`src/rtl/fbg_payload_framer.sv`:
```
// fbg_payload_framer: paces one FBG spectrum frame as NUM_PKT UDP payloads,
// each a 4-byte seq header followed by {idx, sample} records from sample RAM.
module fbg_payload_framer #(
  parameter int REC_PER_PKT = 300,
  parameter int NUM_PKT     = 6,
  parameter int RAM_AW      = 11,
  parameter int RD_LAT      = 1,
  parameter int PKT_GAP     = 31250
) (
  input  logic              clk125m,
  input  logic              reset,
  input  logic              frame_start,
  output logic              tx_en_pulse,
  input  logic              tx_done,
  input  logic              payload_req_i,
  output logic [7:0]        payload_dat_o,
  output logic [15:0]       data_length,
  output logic [RAM_AW-1:0] ram_addr,
  input  logic [15:0]       ram_dout,
  output logic              busy,
  output logic              frame_done
);

  localparam logic [15:0] DLEN     = 16'(4 + 4 * REC_PER_PKT);
  localparam logic [7:0]  LAST_SEQ = 8'(NUM_PKT);
  localparam int          CW       = $clog2(PKT_GAP + RD_LAT + 3);
  localparam logic [CW-1:0] PREP_END = CW'(RD_LAT + 1);
  localparam logic [CW-1:0] GAP_END  = CW'(PKT_GAP - 1);

  typedef enum logic [2:0] {
    IDLE, PREP, REQ, SEND, WAIT_DONE, GAP
  } state_t;

  state_t        state, nxt;
  logic [CW-1:0] cnt;
  logic [7:0]    seq;
  logic [15:0]   idx;
  logic [15:0]   smp;
  logic [15:0]   bcnt;
  logic [7:0]    rec_byte;
  logic          prep_end, gap_end, take, pkt_end, rec_end;

  assign data_length = DLEN;
  assign prep_end = (state == PREP) && (cnt == PREP_END);
  assign gap_end  = (state == GAP) && (cnt == GAP_END);
  assign take     = (state == SEND) && payload_req_i && !tx_done;
  assign pkt_end  = take && (bcnt == DLEN - 16'd1);
  assign rec_end  = take && (bcnt[1:0] == 2'd3) && (bcnt > 16'd4);

  always_ff @(posedge clk125m) begin
    if (reset) state <= IDLE;
    else       state <= nxt;
  end

  always_comb begin
    nxt = state;
    unique case (state)
      IDLE:      if (frame_start) nxt = PREP;
      PREP:      if (prep_end) nxt = REQ;
      REQ:       nxt = SEND;
      SEND: begin
        if (tx_done)      nxt = GAP;
        else if (pkt_end) nxt = WAIT_DONE;
      end
      WAIT_DONE: if (tx_done) nxt = GAP;
      GAP: begin
        if (gap_end) nxt = (seq < LAST_SEQ) ? PREP : IDLE;
      end
      default:   nxt = IDLE;
    endcase
  end

  // idx always names the record currently held in smp
  always_ff @(posedge clk125m) begin
    if (reset) begin
      cnt      <= '0;
      seq      <= 8'd0;
      idx      <= 16'd0;
      smp      <= 16'd0;
      bcnt     <= 16'd0;
      ram_addr <= '0;
    end else begin
      cnt <= (nxt != state) ? '0 : cnt + CW'(1);
      if (state == IDLE && frame_start) begin
        seq <= 8'd1;
        idx <= 16'd1;
      end
      if (state == PREP && cnt == '0) ram_addr <= RAM_AW'(idx);
      if (prep_end) begin
        smp      <= ram_dout;
        ram_addr <= RAM_AW'(idx + 16'd1);
      end
      if (state == REQ) bcnt <= 16'd0;
      if (take) bcnt <= bcnt + 16'd1;
      // next record lands as the current one finishes; fetch the one after
      if (rec_end) begin
        idx      <= idx + 16'd1;
        smp      <= ram_dout;
        ram_addr <= RAM_AW'(idx + 16'd2);
      end
      if (gap_end && seq < LAST_SEQ) begin
        seq <= seq + 8'd1;
        idx <= 16'(32'(seq) * REC_PER_PKT + 1);
      end
    end
  end

  always_comb begin
    rec_byte = 8'h00;
    unique case (1'b1)
      bcnt < 16'd4:  rec_byte = seq;
      bcnt >= DLEN:  rec_byte = 8'h00;
      default: begin
        case (bcnt[1:0])
          2'd0:    rec_byte = idx[7:0];
          2'd1:    rec_byte = idx[15:8];
          2'd2:    rec_byte = smp[7:0];
          default: rec_byte = smp[15:8];
        endcase
      end
    endcase
  end

  always_comb begin
    tx_en_pulse   = 1'b0;
    busy          = 1'b1;
    frame_done    = 1'b0;
    payload_dat_o = 8'h00;
    unique case (state)
      IDLE: busy = 1'b0;
      REQ: begin
        tx_en_pulse   = 1'b1;
        payload_dat_o = seq;
      end
      SEND, WAIT_DONE: payload_dat_o = rec_byte;
      GAP: frame_done = gap_end && (seq == LAST_SEQ);
      default: ;
    endcase
  end

endmodule

```
`config.mk`:
```
export PLATFORM = sky130hd
export DESIGN_NAME = fbg_payload_framer
export DESIGN_NICKNAME = d
export VERILOG_FILES = /design/src/rtl/fbg_payload_framer.sv
export SDC_FILE = /design/constraint.sdc
export NUM_CORES = 1
export LEC_CHECK = 0
export BUFFER_PORTS_ARGS = -buffer_cell sky130_fd_sc_hd__buf_2
export CAP_MARGIN = 20
export CORE_UTILIZATION = 50
export CTS_CLUSTER_DIAMETER = 40
export CTS_CLUSTER_SIZE = 14
export DETAILED_ROUTE_END_ITERATION = 8
export PLACE_DENSITY = 0.72
export SLEW_MARGIN = 25
export SYNTH_ARGS = -nofsm -noshare
export SYNTH_HDL_FRONTEND = slang
export SYNTH_SLANG_ARGS = --single-unit
```
`constraint.sdc`:
```
create_clock -name clk125m -period 3.9 [get_ports clk125m]
set_input_delay 0.195 -clock clk125m [delete_from_list [all_inputs] [get_ports clk125m]]
set_output_delay 0.195 -clock clk125m [all_outputs]
set_load 0.005 [all_outputs]
```
### Word-level counts from Yosys, hierarchy flattened

Cells that the tools add are included.

| word-level totals | value |
|---|---|
| input bits | 21 |
| output and inout bits | 38 |
| register bits | 85 |
| logic and storage cells | 79 |

| cells by class | value |
|---|---|
| mux-type cells | 26 |
| equal/unequal tests | 13 |
| $mul | 1 |
| add/subtract/negate cells | 6 |
| order comparisons | 4 |
| reductions and logical operators | 22 |

Operators with widths:

| cell | number |
|---|---|
| 16-bit two-way mux | 7 |
| 16-bit by 1-bit adder with 16-bit output (second input constant) | 3 |
| 11-bit two-way mux | 3 |
| 8-bit one-hot mux with 2 select lines | 2 |
| 8-bit one-hot mux with 3 select lines | 1 |
| 3-bit two-way mux | 6 |
| 3-bit one-hot mux with 6 select lines | 1 |
| 16-bit by 11-bit == test with 1-bit output (second input constant) | 1 |
| 16-bit by 11-bit >= comparator with 1-bit output (second input constant) | 1 |
| 16-bit by 3-bit > comparator with 1-bit output (second input constant) | 1 |
| 16-bit by 3-bit < comparator with 1-bit output (second input constant) | 1 |
| 8-bit two-way mux | 2 |
| 15-bit by 1-bit adder with 15-bit output (second input constant) | 1 |
| 15-bit == test (second input constant) | 1 |
| 15-bit by 2-bit == test with 1-bit output (second input constant) | 1 |
| 15-bit zero test | 1 |
| 8-bit by 7-bit multiplier with 14-bit output (second input constant) | 1 |
| 11-bit by 2-bit adder with 11-bit output (second input constant) | 1 |
| 1-bit logical AND | 11 |
| 8-bit by 1-bit adder with 8-bit output (second input constant) | 1 |
| 8-bit by 3-bit == test with 1-bit output (second input constant) | 1 |
| 8-bit by 3-bit < comparator with 1-bit output (second input constant) | 1 |
| 3-bit by 2-bit == test with 1-bit output (second input constant) | 2 |
| 3-bit == test (second input constant) | 2 |
| 11 further kinds | 19 |

### Depth between registers and ports, before layout

Gate-level depths: netlist (run 1).

| depth | value |
|---|---|
| depth in word-level cells | 9 |
| mapped depth | 13 |
| gate-level depth less buffers | 13 |

### Least setup slack after synthesis (run 1)

No wires, ideal clock.

| path | value |
|---|---|
| path kind | reg2reg |
| from | reg seq[4] |
| to | reg idx[12] |
| arrival time | 3,332 ps |
| setup time | 132 ps |
| clock period less this slack | 3,464 ps |
| buffers on the path | 0 |
| stages on the path, launching flop included | 14 |
| required time | 3,768 ps |
| setup slack | 436 ps |
| cell sequence | dfxtp_1 -> ha_1 -> ha_1 -> inv_1 -> fa_1 -> fa_1 -> inv_1 -> ha_1 -> or3_1 -> a211oi_1 -> nor3b_1 -> or3_1 -> nand3_1 -> a21oi_1 |

| between the ends | value |
|---|---|
| word-level cells in the longest chain between the ends | 3 |
| elaborated cells on any way between the ends | 6 |
| classes of those cells | add/sub (1); mul (1); order compare (1); mux (1); reduce/logical (2) |

RTL lines:

| element | line | source |
|---|---|---|
| from (decl) | 36 | `logic [7:0] seq;` |
| from (signal assigned) | 102 | `seq <= seq + 8'd1;` |
| 8-bit by 7-bit multiplier with 14-bit output / 8-bit by 3-bit < comparator with 1-bit output (equally long branches) | 103, 101 |  |
| 16-bit by 1-bit adder with 16-bit output / 1-bit logical AND (equally long branches) | 103, 101 |  |
| 16-bit two-way mux / 3-bit nonzero test (equally long branches) | -- |  |
| to (signal assigned) | 97 | `idx <= idx + 16'd1;` |
| to (signal assigned) | 103 | `idx <= 16'(32'(seq) * REC_PER_PKT + 1);` |
| to (decl) | 37 | `logic [15:0] idx;` |

Several ways; a longest one is shown, not always the timed one.
A chain may end at the register's enable or synchronous reset.

### Worst setup path in the final report (run 1)

| path | value |
|---|---|
| from | reg seq[4] |
| to | reg idx[13] |

Same word-level chain as after synthesis.

==> impl_metrics.json, run 1 <==
{
  "skew_ps": 9.78,
  "slew_violations": 0,
  "cts_setup_buffers": 0,
  "outcome": "finished clean",
  "grt_max_degree": 68,
  "drc_errors": 0,
  "dominantRegCellSynth": "dfxtp_1",
  "synth_edf_count": 0,
  "via_count": 5395,
  "crit_path_cell_trace": "ha_1 -> ha_1 -> inv_1 -> fa_1 -> fa_1 -> inv_1 -> ha_1 -> a2111oi_0 -> o21ai_0 -> a41oi_1 -> xnor2_1 -> nand2_1 -> a31oi_1",
  "multi_input_area_um2": 3880,
  "final_util_pct": 56.3,
  "fin_nets": 822,
  "synth.distinct_cells": 69,
  "clock-root-buffer": "clkbuf_16",
  "layout-drive-gt1-share_pct": 13.6,
  "crit_type": "flip-flop to flip-flop",
  "die_y_um": 111,
  "dp.cells": 878,
  "antenna_found_initial": 0,
  "gp_congestion": 0.943,
  "worst_setup_path_start_kind": "flip-flop",
  "cap_violations": 0,
  "chipWidth_um": 111,
  "syn_avg_cell_area_um2": 8.11,
  "worst_slew_pin_slew_ps": 901,
  "cts_sinks": 85,
  "setup_viol": 0,
  "tritoncts": "done",
  "cp_slowest_cell": "fa_1",
  "fin_tns_setup_ps": 0,
  "dp.final_hpwl_mm": 11.1,
  "routed_wl_mm": 15.2,
  "fill_cells": 1067,
  "hold_path_class": "input port to flip-flop",
  "regArea_um2": 1700,
  "ant_nets": 0,
  "syn_area_um2": 5890,
  "ys_top_cells_by_area": "dfxtp_1 (29%), ha_1 (10%), nand2_1 (5.6%)",
  "worstSetupEndpointType": "flip-flop",
  "grt_pass1_wl_mm": 25.4,
  "dp_slack_ps": 101,
  "clk_pin_slew_worst_paths_ps": 60,
  "fin_crit_ps": 3750,
  "dieArea_um2": 12200,
  "numCtsBuffers": 9,
  "r2r-start": "seq[4]",
  "core-area_um2": 11500,
  "setup_ws_ps": 149,
  "cts_max_path_buffers": 2,
  "io-pin-count": 59,
  "ys_ff_latch": 85,
  "clk_latency_ps": 360,
  "hold_viol": 0,
  "required_ps": 4170,
  "ir_drop_mv": 0.392,
  "holdWs_ps": 82.4,
  "p_per_area_nw_per_um2": 329,
  "min_period_over_period_pct": 96.2,
  "area_delta_synth_final_pct": 9.55,
  "cts_max_level": 3,
  "cp_max_fo": 7,
  "critPathArrivalTime_ps": 4020,
  "diodes": 0,
  "hp-start": "ram_dout[0]",
  "finalNonFillerCells": 894,
  "p_leak_nw": 2.58,
  "port_buffers": 42,
  "slew_headroom_pct": 40.0,
  "grtUsageTotal_pct": 25.6,
  "detail_route.first_pass.iterations": 6,
  "grt_overflow": 0,
  "drt_iter0_markers": 510,
  "std_cell_rows": 39,
  "yosysWarnings": 0,
  "path_common_cell": "ha_1",
  "wl_per_cell_um": 17.0,
  "startpoint": "seq[4]",
  "vias_per_cell": 6.03,
  "fmax_mhz": 267,
  "yosys.area.top_type_share_pct": 28.9,
  "async_reset_ff_share_pct": 0,
  "initial_core_util_pct": 51.4,
  "yosysTopAreaCell": "dfxtp_1",
  "critPathMaxStageDelay_ps": 510,
  "syn_inst": 727,
  "grt_pass1_vias": 5047,
  "yosysSeqAreaShare_pct": 28.9
}
final timing paths:
kind,end,slack [ps],depth (start not counted)
worst max-delay path,idx[13],150,13
worst max register to register,idx[13],150,13
worst min register to register,smp[7],460,2
worst min-delay path,smp[0],80,3
sequential cells by signal, summed over array words and instances (netlist names):
name      flops
ram_addr     11
cnt          15
smp          16
bcnt         16
idx          16
state         3
seq           8
metal layers:
metal / vias to the layer above / part of all wire (%) / global-route usage (%)
met5: - / 0 / 0
li1: 2646 / - / -
met2: 173 / 48 / 41.6
met4: 0 / 1.5 / 7.11
met3: 26 / 5.7 / 4.94
met1: 2550 / 45 / 34.4
power by group:
part           total [W]  switching [W]  internal [W]
registers       0.000918      0.0000242      0.000894
clock network    0.00101       0.000367      0.000643
logic           0.000196       0.000119     0.0000765
total            0.00212       0.000510       0.00161
worst max-delay path: cells and delay by family (launching register included):
family,cells,cell delay [ps]
fa+ha+maj,5,1830
xor+xnor,1,140
buf+inv,2,100
simple gates,1,70
compound gates,4,1150
flops,1,360
logic make-up after synthesis:
family / synth area share [%]
fa+ha+maj: 12.6
simple gates: 26.3
flops: 28.9
compound gates: 19.6
buf+inv: 6.45
mux: 1.87
other cells: 0.127
xor+xnor: 4.16
cell usage after synthesis (12+ instances only):
| master | number |
|---|---|
| nand4_1 | 12 |
| xnor2_1 | 17 |
| buf_4 | 19 |
| a21oi_1 | 46 |
| dfxtp_1 | 85 |
| nor2_1 | 62 |
| inv_1 | 25 |
| nand3_1 | 29 |
| nand2_1 | 88 |
| and3_1 | 14 |
| a211oi_1 | 16 |
| ha_1 | 48 |
| clkbuf_1 | 28 |
| o21ai_0 | 35 |
| nor3_1 | 16 |
final cells by class:
class,instances,share of cell area [%]
flip-flops and latches,85,26.4
clock inverters,6,1.69
inverters,25,1.45
well taps,143,2.77
clock buffers,10,3.70
repair buffers,48,3.95
multi-input cells,577,60.1
layout by cell type (no fill, tap or decap), types with 15 or more instances in the layout:
cell type  netlist  final
a211oi_1        16     15
a21oi_1         46     46
buf_2            4     42
conb_1           2     16
dfxtp_1         85     84
ha_1            48     48
inv_1           25     25
nand2_1         88     88
nand3_1         29     29
nor2_1          62     61
nor3_1          16     16
o21ai_0         35     35
xnor2_1         17     17
metrics by stage:
stage	instance area [um^2]	total power, W
floorplan	5950	0.00108
global placement	6090	0.00113
detailed placement	6100	0.00113
CTS	6440	0.00213
global route	6460	0.00220
finish	6460	0.00212
what timing repair did:
item,in CTS,in global routing
endpoints found under the setup margin,0,4
hold buffers,0,0
resized for setup,0,3
Note: power is estimated with default switching activity, not from simulation.
==> run 2: changes to the inputs <==
REMOVE_ABC_BUFFERS = 1   (was not set)
==> impl_metrics.json, run 2 (synthesized netlist as in run 1, its figures left out) <==
{
  "initial_core_util_pct": 51.4,
  "grt_overflow": 0,
  "tritoncts": "done",
  "min_period_over_period_pct": 94.6,
  "io-pin-count": 59,
  "drc_errors": 0,
  "dieArea_um2": 12200,
  "chipWidth_um": 111,
  "drt_iter0_markers": 515,
  "outcome": "finished clean",
  "detail_route.first_pass.iterations": 6,
  "stdcell_area_um2": 6380,
  "area_delta_synth_final_pct": 8.32,
  "crit_type": "flip-flop to flip-flop",
  "critPathArrivalTime_ps": 3970,
  "switching_share_pct": 27.3,
  "reg.largest.list": "bcnt (16), idx (16), smp (16)",
  "rsz0062_at_grt": "no",
  "gp_congestion": 0.901,
  "antenna_found_initial": 0,
  "r2r_cells": 13,
  "ant_nets": 0,
  "clock-root-buffer": "clkbuf_16",
  "routed_wl_mm": 14.5,
  "layout-drive-gt1-share_pct": 13.3,
  "whs_endpoint": "smp[14]",
  "worst_setup_path_start_kind": "flip-flop",
  "p_switching_w": 0.000530,
  "clk_pin_slew_worst_paths_ps": 70,
  "diodes": 0,
  "clk_latency_ps": 350,
  "worst_slew_pin_slew_ps": 816,
  "cts_max_path_buffers": 2,
  "vias_per_cell": 6.03,
  "dp.final_hpwl_mm": 10.7,
  "slew_headroom_pct": 45.6,
  "total_power_w": 0.00194,
  "std_cell_rows": 39,
  "port_buffers": 42,
  "numCtsBuffers": 9,
  "worstReg2RegEnd": "idx[15]",
  "final_util_pct": 55.7,
  "rrSetupSlack_ps": 210,
  "wl_per_cell_um": 16.2,
  "slew_violations": 0,
  "fin_nets": 823,
  "fin_crit_ps": 3690,
  "combPwrFrac_pct": 10.1,
  "final_cell_mix": "nand2_1 (88), dfxtp_1 (84), nor2_1 (62)",
  "setup_viol": 0,
  "grt_pass1_wl_mm": 24.2,
  "placed_cell_area_um2": 6100,
  "final_common_cell": "nand2_1",
  "hp-start": "ram_dout[14]",
  "p_leak_nw": 2.53,
  "die_y_um": 111,
  "worstSetupEndpointType": "flip-flop",
  "grt_pass1_vias": 4930,
  "ir_drop_mv": 0.258,
  "grt_max_degree": 52,
  "p_int_w": 0.00141,
  "cap_violations": 0,
  "core-area_um2": 11500,
  "holdPathStages": 3,
  "p_per_area_nw_per_um2": 303,
  "clkPwrFrac_pct": 42.6,
  "fin_tns_setup_ps": 0,
  "cts_max_level": 3,
  "cp_max_fo": 7,
  "fmax_mhz": 271,
  "cts_sinks": 85,
  "grtUsageTotal_pct": 24.1,
  "hold_path_class": "input port to flip-flop",
  "via_count": 5396,
  "holdWs_ps": 84.4,
  "required_ps": 4180,
  "r2r-start": "seq[5]",
  "hold_viol": 0,
  "power_frac_seq_pct": 47.3,
  "skew_ps": 9.92
}
-- run 2: timing repair --
item,4_1_cts,5_1_grt
setup endpoints to repair,0,3
resized for setup,0,4
setup buffers,0,0
hold buffers,0,0
-- run 2: layout make-up --
cell class	count	area (um^2)
multi-input combinational	577	3870
clock buffer	10	229
tap	143	179
inverter	25	93.8
fill	1027	5080
clock inverter	6	46.3
sequential	85	1700
timing repair buffer	49	263
-- run 2: worst max path at each step --
| stage | slack (ps) | cells after the start | from | to |
|---|---|---|---|---|
| final | 210 | 13 | seq[5] | idx[15] |
| after global routing | 30 | 13 | seq[5] | idx[15] |
| after CTS | 80 | 13 | seq[6] | idx[15] |
| after detailed placement | 120 | 13 | seq[6] | idx[15] |
| after global placement | 280 | 13 | seq[6] | idx[12] |
| after floorplan | 450 | 13 | seq[4] | idx[12] |
-- run 2: worst max-delay path, cell delays in order, from the launching register on --
cell and delay (ps):
dfxtp_1 520, ha_1 310, ha_1 190, inv_1 80
fa_1 440, fa_1 530, inv_1 50, ha_1 220
a2111oi_1 400, o21ai_1 200, a221oi_1 320, xnor2_1 160
nand2_1 70, a21oi_1 140
-- run 2: power by group through the flow --
stage | logic [W] | clock network [W] | registers [W]
finish | 0.000197 | 0.000825 | 0.000916
global placement | 0.000190 | 0 | 0.000935
detailed placement | 0.000194 | 0 | 0.000936
global route | 0.000218 | 0.000870 | 0.000919
CTS | 0.000195 | 0.000838 | 0.000916
floorplan | 0.000118 | 0 | 0.000933
-- run 2: layer usage --
layer	wire, um	track usage [%]	share of wire (%)
met2	6850	39.2	47
met1	6650	32.6	46
met4	289	7.82	2.0
met5	0	0	0
met3	661	3.84	4.6
-- run 2: per-stage QoR --
step	worst slack (ps)	instances
CTS	75.9	895
global route	27.1	895
global placement	281	879
floorplan	448	687
detailed placement	124	879
finish	212	895
==> run 3: changes to the inputs <==
CORE_ASPECT_RATIO = 1.1   (was not set)
CORE_MARGIN = 4   (was not set)
==> impl_metrics.json, run 3 (synthesized netlist as in run 1, its figures left out) <==
{
  "wl_per_cell_um": 16.8,
  "setup_viol": 0,
  "switching_share_pct": 26.2,
  "cp_slowest_cell": "fa_1",
  "routed_wl_mm": 15.1,
  "clkPwrFrac_pct": 42.2,
  "io-pin-count": 59,
  "fill_cells": 1070,
  "p_int_w": 0.00142,
  "worst_slew_pin_slew_ps": 830,
  "outcome": "finished clean",
  "fmax_mhz": 272,
  "grt_max_degree": 43,
  "ant_nets": 0,
  "worstReg2RegEnd": "idx[12]",
  "p_leak_nw": 2.54,
  "p_per_area_nw_per_um2": 301,
  "cap_violations": 0,
  "clk_latency_ps": 340,
  "detail_route.first_pass.iterations": 5,
  "dieArea_um2": 13600,
  "numCtsBuffers": 9,
  "worstSetupEndpointType": "flip-flop",
  "dp.final_hpwl_mm": 11.2,
  "diodes": 0,
  "r2r-start": "seq[6]",
  "skew_ps": 10.1,
  "cts_max_level": 3,
  "clk_pin_slew_worst_paths_ps": 60,
  "fin_tns_setup_ps": 0,
  "required_ps": 4110,
  "die_y_um": 122,
  "p_switching_w": 0.000505,
  "vias_per_cell": 6.08,
  "grtUsageTotal_pct": 22.7,
  "grt_pass1_wl_mm": 25.4,
  "rrSetupSlack_ps": 230,
  "core-area_um2": 11500,
  "min_period_over_period_pct": 94.2,
  "grt_pass1_vias": 5239,
  "chipWidth_um": 112,
  "layout-drive-gt1-share_pct": 13.2,
  "dp_slack_ps": 155,
  "slew_violations": 0,
  "final_cell_mix": "nand2_1 (88), dfxtp_1 (85), nor2_1 (62)",
  "grt_busiest_layer": "met2",
  "final_common_cell": "nand2_1",
  "reg.largest.list": "bcnt (16), idx (16), smp (16)",
  "crit_buf_inv": 2,
  "combPwrFrac_pct": 10.2,
  "gp_congestion": 0.888,
  "crit_type": "flip-flop to flip-flop",
  "critPathArrivalTime_ps": 3880,
  "hold_path_class": "input port to flip-flop",
  "r2r_cells": 13,
  "worst_setup_path_start_kind": "flip-flop",
  "std_cell_rows": 41,
  "area_delta_synth_final_pct": 8.60,
  "cts_max_path_buffers": 2,
  "tritoncts": "done",
  "power_frac_seq_pct": 47.6,
  "holdBufCountCts": 0,
  "clock-root-buffer": "clkbuf_16",
  "critPathMaxStageDelay_ps": 530,
  "cp_max_fo": 7,
  "critPathCapture": "idx[12]",
  "startpoint": "seq[6]",
  "fin_nets": 824,
  "initial_core_util_pct": 51.3,
  "drc_errors": 0,
  "port_buffers": 42,
  "cp_top_family": "adder cells",
  "hold_viol": 0,
  "crit_path_cell_trace": "ha_1 -> ha_1 -> inv_1 -> fa_1 -> fa_1 -> inv_1 -> ha_1 -> or3_1 -> a211oi_2 -> nor3b_1 -> or3_1 -> nand3_1 -> a21oi_1",
  "grt_overflow": 0,
  "fin_crit_ps": 3670,
  "grt_use_met1_pct": 27.8,
  "path_common_cell": "ha_1",
  "drt_iter0_markers": 382,
  "rsz0062_at_grt": "no",
  "ir_drop_mv": 0.216,
  "cts_sinks": 85,
  "antenna_found_initial": 0,
  "slew_headroom_pct": 44.7,
  "via_count": 5486,
  "use_met2_pct": 38.8,
  "crit_cells": 13,
  "grt.met3_usage_pct": 4.32,
  "setup_ws_ps": 226
}
[run 3: layout make-up]
type	instances	area, um^2	share of cell area [%]
clock buffers	11	243	3.79
flip-flops and latches	85	1700	26.6
well taps	150	188	2.93
multi-input cells	577	3870	60.5
inverters	25	93.8	1.47
clock inverters	4	33.8	0.528
repair buffers	50	270	4.22
[run 3: worst min-delay path by stage]
stage	start	end	slack, ps	cells past startpoint
after floorplan	reset	ram_addr[8]	260	1
after global placement	ram_dout[9]	smp[9]	440	3
after detailed placement	ram_dout[10]	smp[10]	450	3
after CTS	ram_dout[10]	smp[10]	80	3
after global routing	ram_dout[10]	smp[10]	90	3
final	ram_dout[10]	smp[10]	90	3
[run 3: worst reg2reg max path: stages (launching register included)]
cell      delay [ps]
dfxtp_1          430
ha_1             280
ha_1             270
inv_1             50
fa_1             520
fa_1             530
inv_1             50
ha_1             220
or3_1            390
a211oi_2         260
nor3b_1           90
or3_1            310
nand3_1           80
a21oi_1           60
[run 3: metrics by stage]
step | hold WS [ps] | cell area (um^2) | cells | total power, W | utilization (%)
global route | 89.0 | 6400 | 902 | 0.00200 | 55.7
global placement | 441 | 6120 | 887 | 0.00113 | 53.2
floorplan | 260 | 5660 | 687 | 0.00105 | -
CTS | 84.3 | 6390 | 902 | 0.00194 | 55.7
finish | 90.9 | 6400 | 902 | 0.00193 | 55.7
detailed placement | 448 | 6120 | 887 | 0.00113 | 53.2
[run 3: what timing repair did]
action,4_1_cts,5_1_grt
endpoints found under the setup margin,0,3
resized for setup,0,3
buffers inserted,0,0
[run 3: layer usage]
metal / up-vias / part of all wire (%) / routed length, um
met3: 38 / 6.0 / 907
li1: 2656 / - / -
met4: 0 / 3.9 / 583
met5: - / 0 / 0
met1: 2595 / 42 / 6340
met2: 197 / 48 / 7300
[run 3: power by group through the flow]
stage / clock network [W] / logic [W] / registers [W]
floorplan: 0 / 0.000118 / 0.000933
global placement: 0 / 0.000191 / 0.000934
detailed placement: 0 / 0.000196 / 0.000935
CTS: 0.000826 / 0.000198 / 0.000916
global route: 0.000863 / 0.000222 / 0.000920
finish: 0.000813 / 0.000197 / 0.000916
